$ cat src/rtl/aes_pkg.sv
// rtl/aes_pkg.sv - shared AES GF(2^8) helpers, state type and MixColumns FSM encoding
package aes_pkg;

  localparam int AES_COLS = 4;

  typedef logic [127:0] state_t;

  typedef enum logic [1:0] {
    IDLE,
    BUSY,
    DONE
  } mc_state_t;

  // Multiply by x modulo the AES polynomial 0x11b
  function automatic logic [7:0] xtime(input logic [7:0] b);
    return {b[6:0], 1'b0} ^ (b[7] ? 8'h1b : 8'h00);
  endfunction

  function automatic logic [7:0] gf_mul2(input logic [7:0] b);
    return xtime(b);
  endfunction

  function automatic logic [7:0] gf_mul3(input logic [7:0] b);
    return xtime(b) ^ b;
  endfunction

  function automatic logic [7:0] gf_mul9(input logic [7:0] b);
    return xtime(xtime(xtime(b))) ^ b;
  endfunction

  function automatic logic [7:0] gf_mul11(input logic [7:0] b);
    return xtime(xtime(xtime(b))) ^ xtime(b) ^ b;
  endfunction

  function automatic logic [7:0] gf_mul13(input logic [7:0] b);
    return xtime(xtime(xtime(b))) ^ xtime(xtime(b)) ^ b;
  endfunction

  function automatic logic [7:0] gf_mul14(input logic [7:0] b);
    return xtime(xtime(xtime(b))) ^ xtime(xtime(b)) ^ xtime(b);
  endfunction

endpackage

$ cat src/rtl/mix_column_unit.sv
// rtl/mix_column_unit.sv - combinational MixColumns / InvMixColumns for one 32-bit column
module mix_column_unit
  import aes_pkg::*;
(
  input  logic [31:0] i_col,
  input  logic        i_inv,
  output logic [31:0] o_col
);

  // Row 0 sits in the top byte of the column
  logic [7:0] w_a0, w_a1, w_a2, w_a3;

  assign w_a0 = i_col[31:24];
  assign w_a1 = i_col[23:16];
  assign w_a2 = i_col[15:8];
  assign w_a3 = i_col[7:0];

  // Matrix product with the rotated {02,03,01,01} or {0e,0b,0d,09} rows
  always_comb begin
    o_col = '0;
    if (i_inv) begin
      o_col = {gf_mul14(w_a0) ^ gf_mul11(w_a1) ^ gf_mul13(w_a2) ^ gf_mul9(w_a3),
               gf_mul9(w_a0)  ^ gf_mul14(w_a1) ^ gf_mul11(w_a2) ^ gf_mul13(w_a3),
               gf_mul13(w_a0) ^ gf_mul9(w_a1)  ^ gf_mul14(w_a2) ^ gf_mul11(w_a3),
               gf_mul11(w_a0) ^ gf_mul13(w_a1) ^ gf_mul9(w_a2)  ^ gf_mul14(w_a3)};
    end else begin
      o_col = {gf_mul2(w_a0) ^ gf_mul3(w_a1) ^ w_a2 ^ w_a3,
               w_a0 ^ gf_mul2(w_a1) ^ gf_mul3(w_a2) ^ w_a3,
               w_a0 ^ w_a1 ^ gf_mul2(w_a2) ^ gf_mul3(w_a3),
               gf_mul3(w_a0) ^ w_a1 ^ w_a2 ^ gf_mul2(w_a3)};
    end
  end

endmodule

$ cat src/rtl/mix_columns_engine.sv
// rtl/mix_columns_engine.sv - sequential MixColumns engine with valid/ready on both sides
module mix_columns_engine
  import aes_pkg::*;
#(
  parameter int COLS_PER_CYCLE = 1
) (
  input  logic         clk,
  input  logic         rst,
  input  logic         in_valid,
  output logic         in_ready,
  input  logic [127:0] in_state,
  input  logic         in_inv,
  output logic         out_valid,
  input  logic         out_ready,
  output logic [127:0] out_state
);

  localparam int N  = AES_COLS / COLS_PER_CYCLE;
  localparam int GW = (N > 1) ? $clog2(N) : 1;

  if (!(COLS_PER_CYCLE == 1 || COLS_PER_CYCLE == 2 || COLS_PER_CYCLE == 4)) begin : g_bad_cfg
    $fatal(1, "mix_columns_engine: COLS_PER_CYCLE must be 1, 2 or 4");
  end

  mc_state_t     r_fsm;
  logic [GW-1:0] r_grp;
  state_t        r_state;
  logic          r_inv;

  logic [1:0]    w_idx     [COLS_PER_CYCLE];
  logic [31:0]   w_col_in  [COLS_PER_CYCLE];
  logic [31:0]   w_col_out [COLS_PER_CYCLE];
  state_t        w_next_state;

  // in_ready looks at out_ready only in DONE, so a finished result can hand over in one cycle
  assign in_ready  = (r_fsm == IDLE) | ((r_fsm == DONE) & out_ready);
  assign out_valid = (r_fsm == DONE);
  assign out_state = r_state;

  // The current group selects which columns feed the column units
  for (genvar k = 0; k < COLS_PER_CYCLE; k++) begin : g_col
    assign w_idx[k]    = 2'(int'(r_grp) * COLS_PER_CYCLE + k);
    assign w_col_in[k] = r_state[127 - 32*w_idx[k] -: 32];

    mix_column_unit u_mcu (
      .i_col (w_col_in[k]),
      .i_inv (r_inv),
      .o_col (w_col_out[k])
    );
  end

  // Write the transformed columns back into their original positions
  always_comb begin
    w_next_state = r_state;
    for (int k = 0; k < COLS_PER_CYCLE; k++) begin
      w_next_state[127 - 32*w_idx[k] -: 32] = w_col_out[k];
    end
  end

  // Control FSM: accept, compute one group per cycle, then hold until consumed
  always_ff @(posedge clk or posedge rst) begin
    if (rst) begin
      r_fsm   <= IDLE;
      r_grp   <= '0;
      r_state <= '0;
      r_inv   <= 1'b0;
    end else begin
      case (r_fsm)
        IDLE: begin
          if (in_valid) begin
            r_state <= in_state;
            r_inv   <= in_inv;
            r_grp   <= '0;
            r_fsm   <= BUSY;
          end
        end
        BUSY: begin
          r_state <= w_next_state;
          if (r_grp == GW'(N - 1)) begin
            r_fsm <= DONE;
          end else begin
            r_grp <= r_grp + 1'b1;
          end
        end
        DONE: begin
          if (out_ready) begin
            if (in_valid) begin
              r_state <= in_state;
              r_inv   <= in_inv;
              r_grp   <= '0;
              r_fsm   <= BUSY;
            end else begin
              r_fsm <= IDLE;
            end
          end
        end
        default: r_fsm <= IDLE;
      endcase
    end
  end

endmodule

$ cat config.mk
export PLATFORM = sky130hd
export DESIGN_NAME = mix_columns_engine
export DESIGN_NICKNAME = d
export VERILOG_FILES = /design/src/rtl/aes_pkg.sv /design/src/rtl/mix_column_unit.sv /design/src/rtl/mix_columns_engine.sv
export SDC_FILE = /design/constraint.sdc
export NUM_CORES = 1
export LEC_CHECK = 0
export CORE_MARGIN = 2
export CORE_UTILIZATION = 50
export CTS_CLUSTER_DIAMETER = 80
export DETAILED_ROUTE_END_ITERATION = 7
export DONT_BUFFER_PORTS = 1
export GPL_TIMING_DRIVEN = 0
export PLACE_DENSITY = 0.71
export SLEW_MARGIN = 20
export SYNTH_ARGS = -nofsm -noshare
export SYNTH_HDL_FRONTEND = slang
export SYNTH_SLANG_ARGS = --single-unit
$ cat constraint.sdc
create_clock -name clk -period 8.45 [get_ports clk]
set_input_delay 0.845 -clock clk [delete_from_list [all_inputs] [get_ports clk]]
set_output_delay 0.845 -clock clk [all_outputs]
set_load 0.01 [all_outputs]
==> results.yml <==
clock_network:
  cts_resized: 0
  cts_buffers: 17
  hold_buffers: 0
  cts_buffer_depth: 2
  cts_max_level: 4
  clk_pin_slew_ns: 0.06
  clock-sinks: 133
  postCtsSetupRepairBufs: 0
  clock_latency_ns: 0.44
  cts_root_buf: "clkbuf_16"
  cts_tree: "done"
die:
  start_util_pct: 50.6
  core_area_sq_um: 20100
  die_w_um: 147
  rows: 52
  die_h_um: 147
  pin_count: 263
  dieArea_sq_um: 21500
synthesis:
  yosysMostFrequentCell: "nor2_1"
  yosysSeqAreaShare_pct: 32.7
  synth_edf_count: 0
  synth_area_sq_um: 10200
  yosys_warnings: 0
  ys_top_cells_by_area: "dfrtp_1, xnor2_1, xnor3_1"
  synth_nets: 1121
  yosys.cell_types.count: 37
  syn_inst: 984
  yosysTopAreaCellShare_pct: 32.7
  ys.flop_type: "dfrtp_1"
  synthArstFlopShare_pct: 100
  synth_common_cells: "nor2_1, dfrtp_1, xnor2_1"
  post-synth-top-area-cell: "dfrtp_1"
  synth_seq_cells: 133
  avgSynthCellArea_sq_um: 10.3
sta:
  drv_slew: 0
  timing_hold_violations_final: 0
  clock.fmax_mhz: 235
  tightest_slew_ns: 1.09
  timing.final.crit_share_pct: 50.3
  tns_ns: 0
  period_needed_ns: 4.25
  rsz0062_at_grt: "false"
  setup_viol: 0
  max_slew_margin_pct: 26.6
  finalClockSkew_ns: 0.0128
grt:
  grt_pass1_vias: 8720
  grt-ovfl-total: 0
  antenna_found_initial: 0
  grt_pass1_wl_um: 58500
  grt_max_degree: 99
  globalRouteTotalUtil_pct: 37.3
place:
  port_buffers: 0
  globalplace.congestion: 1.03
  dp.cells: 1255
  place_hpwl_um: 30100
  placed_area_sq_um: 10500
cells_and_area:
  fill_cells: 1743
  layout.cells.non_filler: 1290
  design_area_sq_um: 11200
  drive_above_1_share_pct: 11.7
  fin_nets: 1141
  syn_to_final_growth_pct: 10.2
routing:
  vias_per_cell: 6.83
  drt_iter0_drc: 1279
  routed_wl_um: 40400
  vias: 8814
  drt-pass1-iter-count: 5
  drc: 0
  ant_nets: 0
  post_drt_wl_per_cell_um: 31.3
worst_setup_path:
  path_max_fanout: 10
  worst_setup_path_end_kind: "register"
  max_stage_delay_ns: 0.50
  required_ns: 8.76
  crit_top_cell: "buf_2"
  worstPathArrival_ns: 4.56
  crit_chain: "buf_4, buf_2, buf_2, mux4_2, buf_2, xnor2_4, xor2_1, xnor3_1, xnor2_1, o21ai_1, a221oi_1, nor2_1"
  crit_type: "reg -> reg"
  start_kind: "register"
  crit_slowest_cell: "xnor3_1"
outcome:
  status: "complete, no violations"
job:
  maxCapViolations: 0
hold_path:
  hold_path_class: "in -> async"
-- per-stage QoR --
step	hold WS [ns]	worst slack, ns	utilization, %
after floorplan	0.525	4.05	-
after global placement	0.556	2.41	52.3
after detailed placement	0.570	4.32	52.4
after CTS	0.238	4.32	55.7
after global routing	0.243	4.11	55.7
final	0.227	4.20	55.8
-- critical path: cells and delay by family (launching register included) --
family,cells,cell delay (ns)
AND/OR/NAND/NOR,1,0.07
flip-flops,1,0.38
buffers and inverters,4,1.31
multiplexers,1,0.33
XOR/XNOR,4,1.40
AO/OA/AOI/OAI,2,0.62
-- layout make-up --
type | instances | area [sq um] | area share (%)
multi-input combinational | 759 | 6410 | 57.2
sequential | 133 | 3330 | 29.7
clock buffer | 22 | 484 | 4.32
buffer | 86 | 413 | 3.68
tap | 270 | 338 | 3.01
clock inverter | 10 | 169 | 1.51
inverter | 6 | 30.0 | 0.268
timing repair buffer | 1 | 27.5 | 0.246
antenna | 3 | 7.51 | 0.0670
-- final timing paths --
path,slack [ns],to,depth (start not counted),from
min reg2reg,0.59,r_fsm[1],1,r_fsm[0]
max reg2reg,4.20,out_state[116],12,r_grp[0]
min in group clk,0.57,r_inv,1,in_inv
max,4.20,out_state[116],12,r_grp[0]
max in group asynchronous,7.40,out_state[60],2,rst
min,0.23,out_state[89],1,rst
-- per-layer routing --
metal | wire length (um) | global-route usage [%]
met1 | 14300 | 47.7
met4 | 2680 | 19.6
met5 | 0 | 0
met3 | 5300 | 11.1
met2 | 18100 | 57.6
-- kinds of logic (layout without fill, tap and decap cells) --
logic type | count (synthesis) | in the layout | share of synthesized area, %
XOR/XNOR | 251 | 251 | 30.4
buffers and inverters | 92 | 125 | 4.28
AND/OR/NAND/NOR | 238 | 238 | 9.41
multiplexers | 40 | 40 | 7.94
adder cells (fa/ha/maj) | 4 | 4 | 0.492
other | 0 | 3 | 0
AO/OA/AOI/OAI | 226 | 226 | 14.8
flip-flops | 133 | 133 | 32.7
-- state kept, by name, summed over array words and instances, names as in the netlist --
register and flops:
r_fsm 2, r_grp 2, r_inv 1, out_state 128
-- layout by cell type (no fill, tap or decap), drive strengths merged --
cell type / count
a21oi: 62
a221oi: 61
a22oi: 39
a2bb2oi: 5
and3: 14
buf: 36
bufinv: 4
clkbuf: 73
clkinv: 2
clkinvlp: 3
dfrtp: 133
diode: 3
ha: 4
inv: 7
mux2: 2
mux2i: 6
mux4: 32
nand2: 40
nand2b: 3
nand3: 3
nand4: 1
nor2: 170
nor2b: 4
nor3: 2
o21a: 8
o21ai: 50
o221ai: 1
or3: 1
xnor2: 150
xnor3: 39
xor2: 51
xor3: 11
Power is left out: the tool's default activity adds up to more than one toggle a clock period on the data nets, which glitch-free logic cannot reach.
